`config.mk`:
```
export PLATFORM = sky130hd
export DESIGN_NAME = div_ctrl
export DESIGN_NICKNAME = d
export VERILOG_FILES = /design/src/rtl/div_ctrl.sv
export SDC_FILE = /design/constraint.sdc
export NUM_CORES = 1
export LEC_CHECK = 0
export CAP_MARGIN = 15
export CORE_MARGIN = 4
export CORE_UTILIZATION = 54
export CTS_BUF_LIST = sky130_fd_sc_hd__clkbuf_2
export CTS_CLUSTER_SIZE = 16
export DETAILED_ROUTE_END_ITERATION = 16
export PLACE_DENSITY_LB_ADDON = 0.25
export SLEW_MARGIN = 40
export SYNTH_ARGS = -nofsm -noshare
export SYNTH_HDL_FRONTEND = slang
export SYNTH_SLANG_ARGS = --single-unit
export TNS_END_PERCENT = 50
```
`constraint.sdc`:
```
create_clock -name clk -period 5.08 [get_ports clk]
set_input_delay 1.016 -clock clk [delete_from_list [all_inputs] [get_ports clk]]
set_output_delay 1.016 -clock clk [all_outputs]
set_load 0.02 [all_outputs]
```
`src/rtl/div_ctrl.sv`:
```
// div_ctrl: multi-cycle radix-2 restoring divider for MIPS DIV/DIVU in EX.
// Optional macro DIV_FAST_EXIT_EN: skip iterations when |dividend| < |divisor|.
// Ports:
//   clk, resetn            clock, async active-low reset
//   start, signed_div      request (held until ready), 1=DIV 0=DIVU
//   opdata1, opdata2       dividend, divisor (sampled in IDLE)
//   annul                  flush, drops the current operation
//   result                 {remainder, quotient}, registered
//   ready                  result valid, registered
//   stall_req              start & ~ready
module div_ctrl #(
    parameter int WIDTH = 32
) (
    input  logic               clk,
    input  logic               resetn,
    input  logic               start,
    input  logic               signed_div,
    input  logic [WIDTH-1:0]   opdata1,
    input  logic [WIDTH-1:0]   opdata2,
    input  logic               annul,
    output logic [2*WIDTH-1:0] result,
    output logic               ready,
    output logic               stall_req
);

    localparam int CW = $clog2(WIDTH) + 1;

    typedef enum logic [1:0] {
        S_IDLE,
        S_DIVZERO,
        S_ON,
        S_END
    } state_t;

    state_t r_state;
    state_t w_state_nxt;

    logic [WIDTH-1:0]   r_rem;
    logic [WIDTH-1:0]   r_quo;
    logic [WIDTH-1:0]   r_dvs;
    logic [CW-1:0]      r_cnt;
    logic               r_a_neg;
    logic               r_b_neg;
    logic [2*WIDTH-1:0] r_result;
    logic               r_ready;

    logic               w_a_neg;
    logic               w_b_neg;
    logic [WIDTH-1:0]   w_a_abs;
    logic [WIDTH-1:0]   w_b_abs;
    logic               w_div0;
    logic               w_fast;
    logic               w_go;
    logic [WIDTH:0]     w_shift;
    logic [WIDTH:0]     w_diff;
    logic               w_ge;
    logic [WIDTH-1:0]   w_rem_nxt;
    logic [WIDTH-1:0]   w_quo_nxt;
    logic [WIDTH-1:0]   w_rem_fix;
    logic [WIDTH-1:0]   w_quo_fix;
    logic               w_last;

    assign w_a_neg = signed_div & opdata1[WIDTH-1];
    assign w_b_neg = signed_div & opdata2[WIDTH-1];
    assign w_a_abs = w_a_neg ? (~opdata1 + WIDTH'(1)) : opdata1;
    assign w_b_abs = w_b_neg ? (~opdata2 + WIDTH'(1)) : opdata2;
    assign w_div0  = (opdata2 == '0);
    assign w_go    = start & ~annul;

`ifdef DIV_FAST_EXIT_EN
    assign w_fast = (w_a_abs < w_b_abs);
`else
    assign w_fast = 1'b0;
`endif

    // One restoring step; the trial difference needs WIDTH+1 bits
    // because the shifted remainder can reach 2*divisor-1.
    assign w_shift   = {r_rem, r_quo[WIDTH-1]};
    assign w_diff    = w_shift - {1'b0, r_dvs};
    assign w_ge      = ~w_diff[WIDTH];
    assign w_rem_nxt = w_ge ? w_diff[WIDTH-1:0] : w_shift[WIDTH-1:0];
    assign w_quo_nxt = {r_quo[WIDTH-2:0], w_ge};
    assign w_last    = (r_cnt == CW'(WIDTH - 1));

    assign w_quo_fix = (r_a_neg ^ r_b_neg) ? (~w_quo_nxt + WIDTH'(1))
                                           : w_quo_nxt;
    assign w_rem_fix = r_a_neg ? (~w_rem_nxt + WIDTH'(1)) : w_rem_nxt;

    assign result    = r_result;
    assign ready     = r_ready;
    assign stall_req = start & ~r_ready;

    always_ff @(posedge clk or negedge resetn) begin
        if (!resetn) begin
            r_state <= S_IDLE;
        end else begin
            r_state <= w_state_nxt;
        end
    end

    always_comb begin
        w_state_nxt = r_state;
        case (r_state)
            S_IDLE: begin
                if (w_go) begin
                    if (w_div0)
                        w_state_nxt = S_DIVZERO;
                    else if (w_fast)
                        w_state_nxt = S_END;
                    else
                        w_state_nxt = S_ON;
                end
            end
            S_DIVZERO: begin
                w_state_nxt = annul ? S_IDLE : S_END;
            end
            S_ON: begin
                if (annul)
                    w_state_nxt = S_IDLE;
                else if (w_last)
                    w_state_nxt = S_END;
            end
            S_END: begin
                if (annul || (r_ready && !start))
                    w_state_nxt = S_IDLE;
            end
            default: w_state_nxt = S_IDLE;
        endcase
    end

    always_ff @(posedge clk or negedge resetn) begin
        if (!resetn) begin
            r_rem    <= '0;
            r_quo    <= '0;
            r_dvs    <= '0;
            r_cnt    <= '0;
            r_a_neg  <= 1'b0;
            r_b_neg  <= 1'b0;
            r_result <= '0;
            r_ready  <= 1'b0;
        end else if (r_state != S_IDLE && annul) begin
            r_result <= '0;
            r_ready  <= 1'b0;
            r_cnt    <= '0;
        end else begin
            case (r_state)
                S_IDLE: begin
                    r_ready <= 1'b0;
                    if (w_go) begin
                        if (w_div0) begin
                            // Raw dividend is parked for the HI value.
                            r_quo <= opdata1;
                        end else if (w_fast) begin
                            r_result <= {opdata1, {WIDTH{1'b0}}};
                        end else begin
                            r_rem   <= '0;
                            r_quo   <= w_a_abs;
                            r_dvs   <= w_b_abs;
                            r_cnt   <= '0;
                            r_a_neg <= w_a_neg;
                            r_b_neg <= w_b_neg;
                        end
                    end
                end
                S_DIVZERO: begin
                    r_result <= {r_quo, {WIDTH{1'b1}}};
                end
                S_ON: begin
                    r_rem <= w_rem_nxt;
                    r_quo <= w_quo_nxt;
                    r_cnt <= r_cnt + CW'(1);
                    if (w_last)
                        r_result <= {w_rem_fix, w_quo_fix};
                end
                S_END: begin
                    r_ready <= !(r_ready && !start);
                end
                default: r_ready <= 1'b0;
            endcase
        end
    end

endmodule

```
## After elaboration in Yosys (flattened, before gate mapping)

Cells that the tools add are included.

- Add/sub/neg operators: 6
- Eq/ne operators: 11
- Muxes and demuxes: 27
- Bitwise operators: 14
- Reductions and logical operators: 18

Operator list:

| operator | count |
|---|---|
| 2-to-1 mux 32 bit | 9 |
| adder 32 x 1 -> 32 bit (second input constant) | 4 |
| 2-to-1 mux 64 bit | 2 |
| inverter 32 bit | 4 |
| one-hot mux 32 bit (2 select lines) | 2 |
| one-hot mux 64 bit (2 select lines) | 1 |
| subtractor 33 x 32 -> 33 bit | 1 |
| logical NOT 32 bit | 1 |
| 2-to-1 mux 6 bit | 3 |
| 2-to-1 mux 2 bit | 6 |
| != test 3 bit (second input constant) | 4 |
| one-hot mux 6 bit (2 select lines) | 1 |
| AND reduction 3 bit | 3 |
| nonzero test 3 bit | 3 |
| one-hot mux 2 bit (4 select lines) | 1 |
| AND reduction 4 bit | 2 |
| adder 6 x 1 -> 6 bit (second input constant) | 1 |
| equality test 6 x 5 -> 1 bit (second input constant) | 1 |
| != test 2 bit (second input constant) | 3 |
| inverter 1 bit | 5 |
| bitwise AND 1 bit | 4 |
| equality test 2 bit (second input constant) | 2 |
| nonzero test 2 bit | 2 |
| equality test 2 x 1 -> 1 bit (second input constant) | 1 |
| 8 further kinds | 10 |

- Flip-flop bits (word level): 171
- Input port bits: 69
- Output and inout bits: 66
- Logic and storage cells: 85

## Logic depth before layout (Yosys ltp)

- Depth in word-level cells: 8
- Gate-level depth with buffers: 23

## Least setup slack after synthesis

Ideal clock, no wire load.

- Path type: reg2reg
- Start: reg r_quo[31]
- End: reg r_result[50] (netlist: result[50])
- Setup time: 133 ps
- Data arrival time: 4822 ps
- Slack: 125 ps
- Stages on the path, launching flop included: 24
- Buffers on the path: 2
- Cell sequence: dfrtp_1 -> inv_1 -> ha_1 -> fa_1 -> nor2b_1 -> o31a_1 -> o211ai_2 -> a2111oi_4 -> o21a_2 -> nor2_4 -> inv_2 -> buf_2 -> buf_2 -> nor2_1 -> a21oi_1 -> ha_1 -> inv_1 -> or4_1 -> nor3_1 -> nand3b_1 -> a2111oi_2 -> nor2_1 -> xnor2_1 -> o21ai_0

- Cells in the longest elaborated chain, start to end: 8

RTL lines:

| element | RTL line | text |
|---|---|---|
| start, declared | 39 | `logic [WIDTH-1:0] r_quo;` |
| start signal, assigned | 152 | `r_quo <= opdata1;` |
| start signal, assigned | 157 | `r_quo <= w_a_abs;` |
| start signal, assigned | 170 | `r_quo <= w_quo_nxt;` |
| subtractor 33 x 32 -> 33 bit | 79 | `assign w_diff = w_shift - {1'b0, r_dvs};` |
| 2-to-1 mux 32 bit (*) | 81 | `assign w_rem_nxt = w_ge ? w_diff[WIDTH-1:0] : w_shift[WIDTH-1:0];` |
| inverter 32 bit | 87 | `assign w_rem_fix = r_a_neg ? (~w_rem_nxt + WIDTH'(1)) : w_rem_nxt;` |
| adder 32 x 1 -> 32 bit | 87 |  |
| 2-to-1 mux 32 bit (*) | 87 |  |
| 2-to-1 mux 64 bit (*) | 172 | `if (w_last)` |
| one-hot mux 64 bit (2 select lines) (*) | 146 | `case (r_state)` |
| 2-to-1 mux 64 bit (*) | 141 | `end else if (r_state != S_IDLE && annul) begin` |
| end signal, assigned | 154 | `r_result <= {opdata1, {WIDTH{1'b0}}};` |
| end signal, assigned | 166 | `r_result <= {r_quo, {WIDTH{1'b1}}};` |
| end signal, assigned | 173 | `r_result <= {w_rem_fix, w_quo_fix};` |
| end, declared | 44 | `logic [2*WIDTH-1:0] r_result;` |

Every way passes the cells marked *; elsewhere a longest branch is shown, timed or not. The select of a mux whose other input is x is not followed.
A chain may end at the register's enable or synchronous reset.

## Worst setup path in the final report

- Start: reg r_quo[31]
- End: reg r_result[62] (netlist: result[62])

Same word-level chain as after synthesis.

==> flow_summary.json <==
{
  "clock_skew_ps": 60.0,
  "rsz0062_at_grt": "false",
  "viasPerCell": 5.93,
  "synth_seq_area_share_pct": 33.4,
  "fin_total_pwr_uw": 7780,
  "cp_slowest_cell": "or4_4",
  "grt_pass1_wl_mm": 58.3,
  "final_common_cell": "nand2_1",
  "routed_wl_mm": 36.1,
  "crit_path_end_kind": "flop",
  "p_per_area_mw_per_mm2": 525,
  "syn2layout_area_growth_pct": 15.7,
  "yosys.area_share.simple_pct": 18.3,
  "hold_class": "in2async",
  "synth_area_leaders": "dfrtp_1 (33%), xnor2_1 (6.0%), o21ai_0 (5.4%)",
  "synth_xor_xnor_area_share_pct": 9.72,
  "finalCriticalPeriod_ps": 4780,
  "critPathLaunchType": "flop",
  "fmax_mhz": 209,
  "wl_per_cell_um": 18.5,
  "status": "complete, no violations",
  "drc": 0,
  "cp.required_ps": 5770,
  "die_h_um": 162,
  "fin_tns_setup_ps": 0,
  "synth_compound_area_share_pct": 25.0,
  "period_share_pct": 94.2,
  "synth-main-ff-cell": "dfrtp_1",
  "critPathKind": "reg2reg",
  "synthArstFlopShare_pct": 100,
  "grt_max_degree": 92,
  "synth_edf_count": 0,
  "finalHoldViolCount": 0,
  "root_buffer": "clkbuf_2",
  "clock_path_buffers": 2,
  "start_util_pct": 54.7,
  "dp.cells": 1919,
  "leakagePower_uw": 0.00627,
  "numCtsBuffers": 17,
  "num-nets-final": 1732,
  "gr-usage-all-layers_pct": 27.5,
  "met1_usage_pct": 38.4,
  "antenna_found_initial": 1,
  "syn_area_mm2": 0.0128,
  "clk_latency_ps": 790,
  "yosys.area_share.adder_pct": 4.16,
  "synth_top_family_by_area": "compound AO/OA/AOI/OAI gates",
  "cp_max_fo": 12,
  "avgSynthCellArea_um2": 8.40,
  "cts_tree": "yes",
  "netlist.area_leader.share_pct": 33.4,
  "drive_gt1_share_pct": 10.4,
  "grt_overflow": 0,
  "drtAntennaViolNets": 0,
  "port_buffers": 134,
  "tightest_slew_ps": 918,
  "ys_ff_latch": 171,
  "firstDrtPassIters": 8,
  "die_x_um": 162,
  "synthDistinctLibCells": 94,
  "hpwl_mm": 27.4,
  "synthCells": 1524,
  "final_cells": 1954,
  "vias": 11600,
  "slew_violations": 0,
  "numClockSinks": 171,
  "std_cell_rows": 56,
  "pin_count": 135,
  "grt_pass1_vias": 11200,
  "crit_chain": "inv_1 > ha_1 > fa_1 > nor2b_1 > o31a_1 > o211ai_2 > a2111oi_4 > buf_4 > nor3_4 > nor2_4 > inv_4 > a21oi_1 > ha_1 > inv_1 > or4_4 > nor3_4 > a32o_2 > o2111ai_4 > o21ai_2 > xor2_1 > o21ai_1",
  "synthMuxAreaShare_pct": 4.42,
  "cts.clk_slew.worst_paths_ps": 300,
  "dieArea_mm2": 0.0262,
  "final_cell_mix": "nand2_1 (176), dfrtp_1 (171), o21ai_0 (136)",
  "r2r_cells": 21,
  "ir_worst_vdd_mv": 0.324,
  "synth_nets": 1635,
  "yosys_warnings": 0,
  "top_usage_layer": "met2",
  "nFillCells": 2107,
  "place.gp.congestion": 0.930,
  "initialDrtViolationCount": 1106,
  "yosys.area.top_type": "dfrtp_1",
  "met2_usage_pct": 43.7,
  "setup_viol": 0,
  "htreeDepth": 4,
  "critical-path-max-stage-delay_ps": 560,
  "core_mm2": 0.0234,
  "maxCapViolCount": 0,
  "met3_usage_pct": 4.36,
  "slew_headroom_pct": 38.2,
  "crit_arrival_ps": 5470
}
[what timing repair did]
action / 4_1_cts / 5_1_grt
hold buffers: 0 / 0
buffers inserted: 0 / 2
resized for setup: 1 / 14
pin swaps: 0 / 4
setup endpoints to repair: 1 / 6
[kinds of logic (layout without fill, tap and decap cells)]
kind of cell,count (synthesis),in the layout
multiplexers,53,53
adder cells (fa/ha/maj),42,42
XOR/XNOR,142,142
other,0,1
AND/OR/NAND/NOR,472,472
buffers and inverters,150,260
flip-flops,171,171
AO/OA/AOI/OAI,494,494
[power by group]
group	switching [uW]	total, uW	internal, uW
clock	575	735	160
combinational	2800	4750	1940
sequential	437	2300	1860
[worst paths after layout]
check                           from  slack [ps]    endpoint
setup / recovery           r_quo[31]         300  result[62]
hold / removal                resetn         240    r_cnt[2]
setup reg to reg           r_quo[31]         300  result[62]
hold reg to reg            result[7]         520   result[7]
max in group asynchronous     resetn        3750   r_dvs[22]
min in group clk           result[7]         520   result[7]
[flip-flops by register name (all words and copies together) (netlist names)]
| name | cells |
|---|---|
| r_rem | 32 |
| r_quo | 32 |
| r_state | 2 |
| r_cnt | 6 |
| r_dvs | 32 |
| r_b_neg | 1 |
| result | 64 |
| ready | 1 |
| r_a_neg | 1 |
[critical path, delay by kind of cell (launching register included)]
family | cells | cell delay (ps)
xor+xnor | 1 | 160
simple gates | 5 | 1100
fa+ha+maj | 3 | 850
compound gates | 8 | 1730
flops | 1 | 410
buf+inv | 4 | 420
[final cells by class]
cell class / count / area (um^2) / share of cell area (%)
clock inverter: 15 / 161 / 1.09
timing repair buffer: 171 / 1650 / 11.1
tap: 319 / 399 / 2.70
antenna: 1 / 2.50 / 0.0169
inverter: 57 / 216 / 1.46
sequential: 171 / 4280 / 28.9
multi-input combinational: 1203 / 8020 / 54.1
clock buffer: 17 / 85.1 / 0.575
[cell usage after synthesis, types with 5 or more instances]
| library cell | number |
|---|---|
| and3_1 | 8 |
| nor2_1 | 108 |
| a22oi_1 | 26 |
| o31ai_1 | 35 |
| nand2b_1 | 13 |
| o21ai_1 | 20 |
| xnor2_1 | 87 |
| nor2b_1 | 8 |
| nand3_1 | 28 |
| o31ai_2 | 6 |
| nor3_1 | 31 |
| buf_1 | 6 |
| o41ai_2 | 5 |
| or4_1 | 7 |
| inv_1 | 56 |
| a21o_1 | 29 |
| o211ai_1 | 7 |
| mux2_2 | 25 |
| buf_2 | 28 |
| o21ai_0 | 137 |
| o21bai_1 | 5 |
| nand2_1 | 176 |
| buf_6 | 5 |
| a31oi_1 | 14 |
| o21a_1 | 9 |
| nor4_1 | 12 |
| xor2_1 | 55 |
| mux2i_1 | 27 |
| ha_1 | 41 |
| nor3b_1 | 5 |
| dfrtp_1 | 171 |
| or3_1 | 15 |
| or2_2 | 7 |
| a211oi_1 | 5 |
| o41ai_1 | 6 |
| a22o_1 | 5 |
| a21oi_1 | 132 |
| clkbuf_1 | 54 |
| and2_1 | 7 |
| nand4_1 | 13 |
[metal layers]
metal / part of all wire, % / vias up
met1: 44 / 5442
met4: 2.8 / 0
met3: 7.3 / 55
met5: 0 / -
li1: - / 5651
met2: 45 / 430
[per-stage QoR]
stage                     utilization (%)  hold WS, ps  instance area (um^2)  worst slack, ps
after global routing                 63.3          198                 14800             17.4
final                                63.3          239                 14800              295
after detailed placement             61.7          463                 14400             27.8
after floorplan                         -          450                 12800              125
after global placement               61.7          455                 14400              191
after CTS                            62.8          239                 14700             74.0
(Power assumes the default switching activity.)
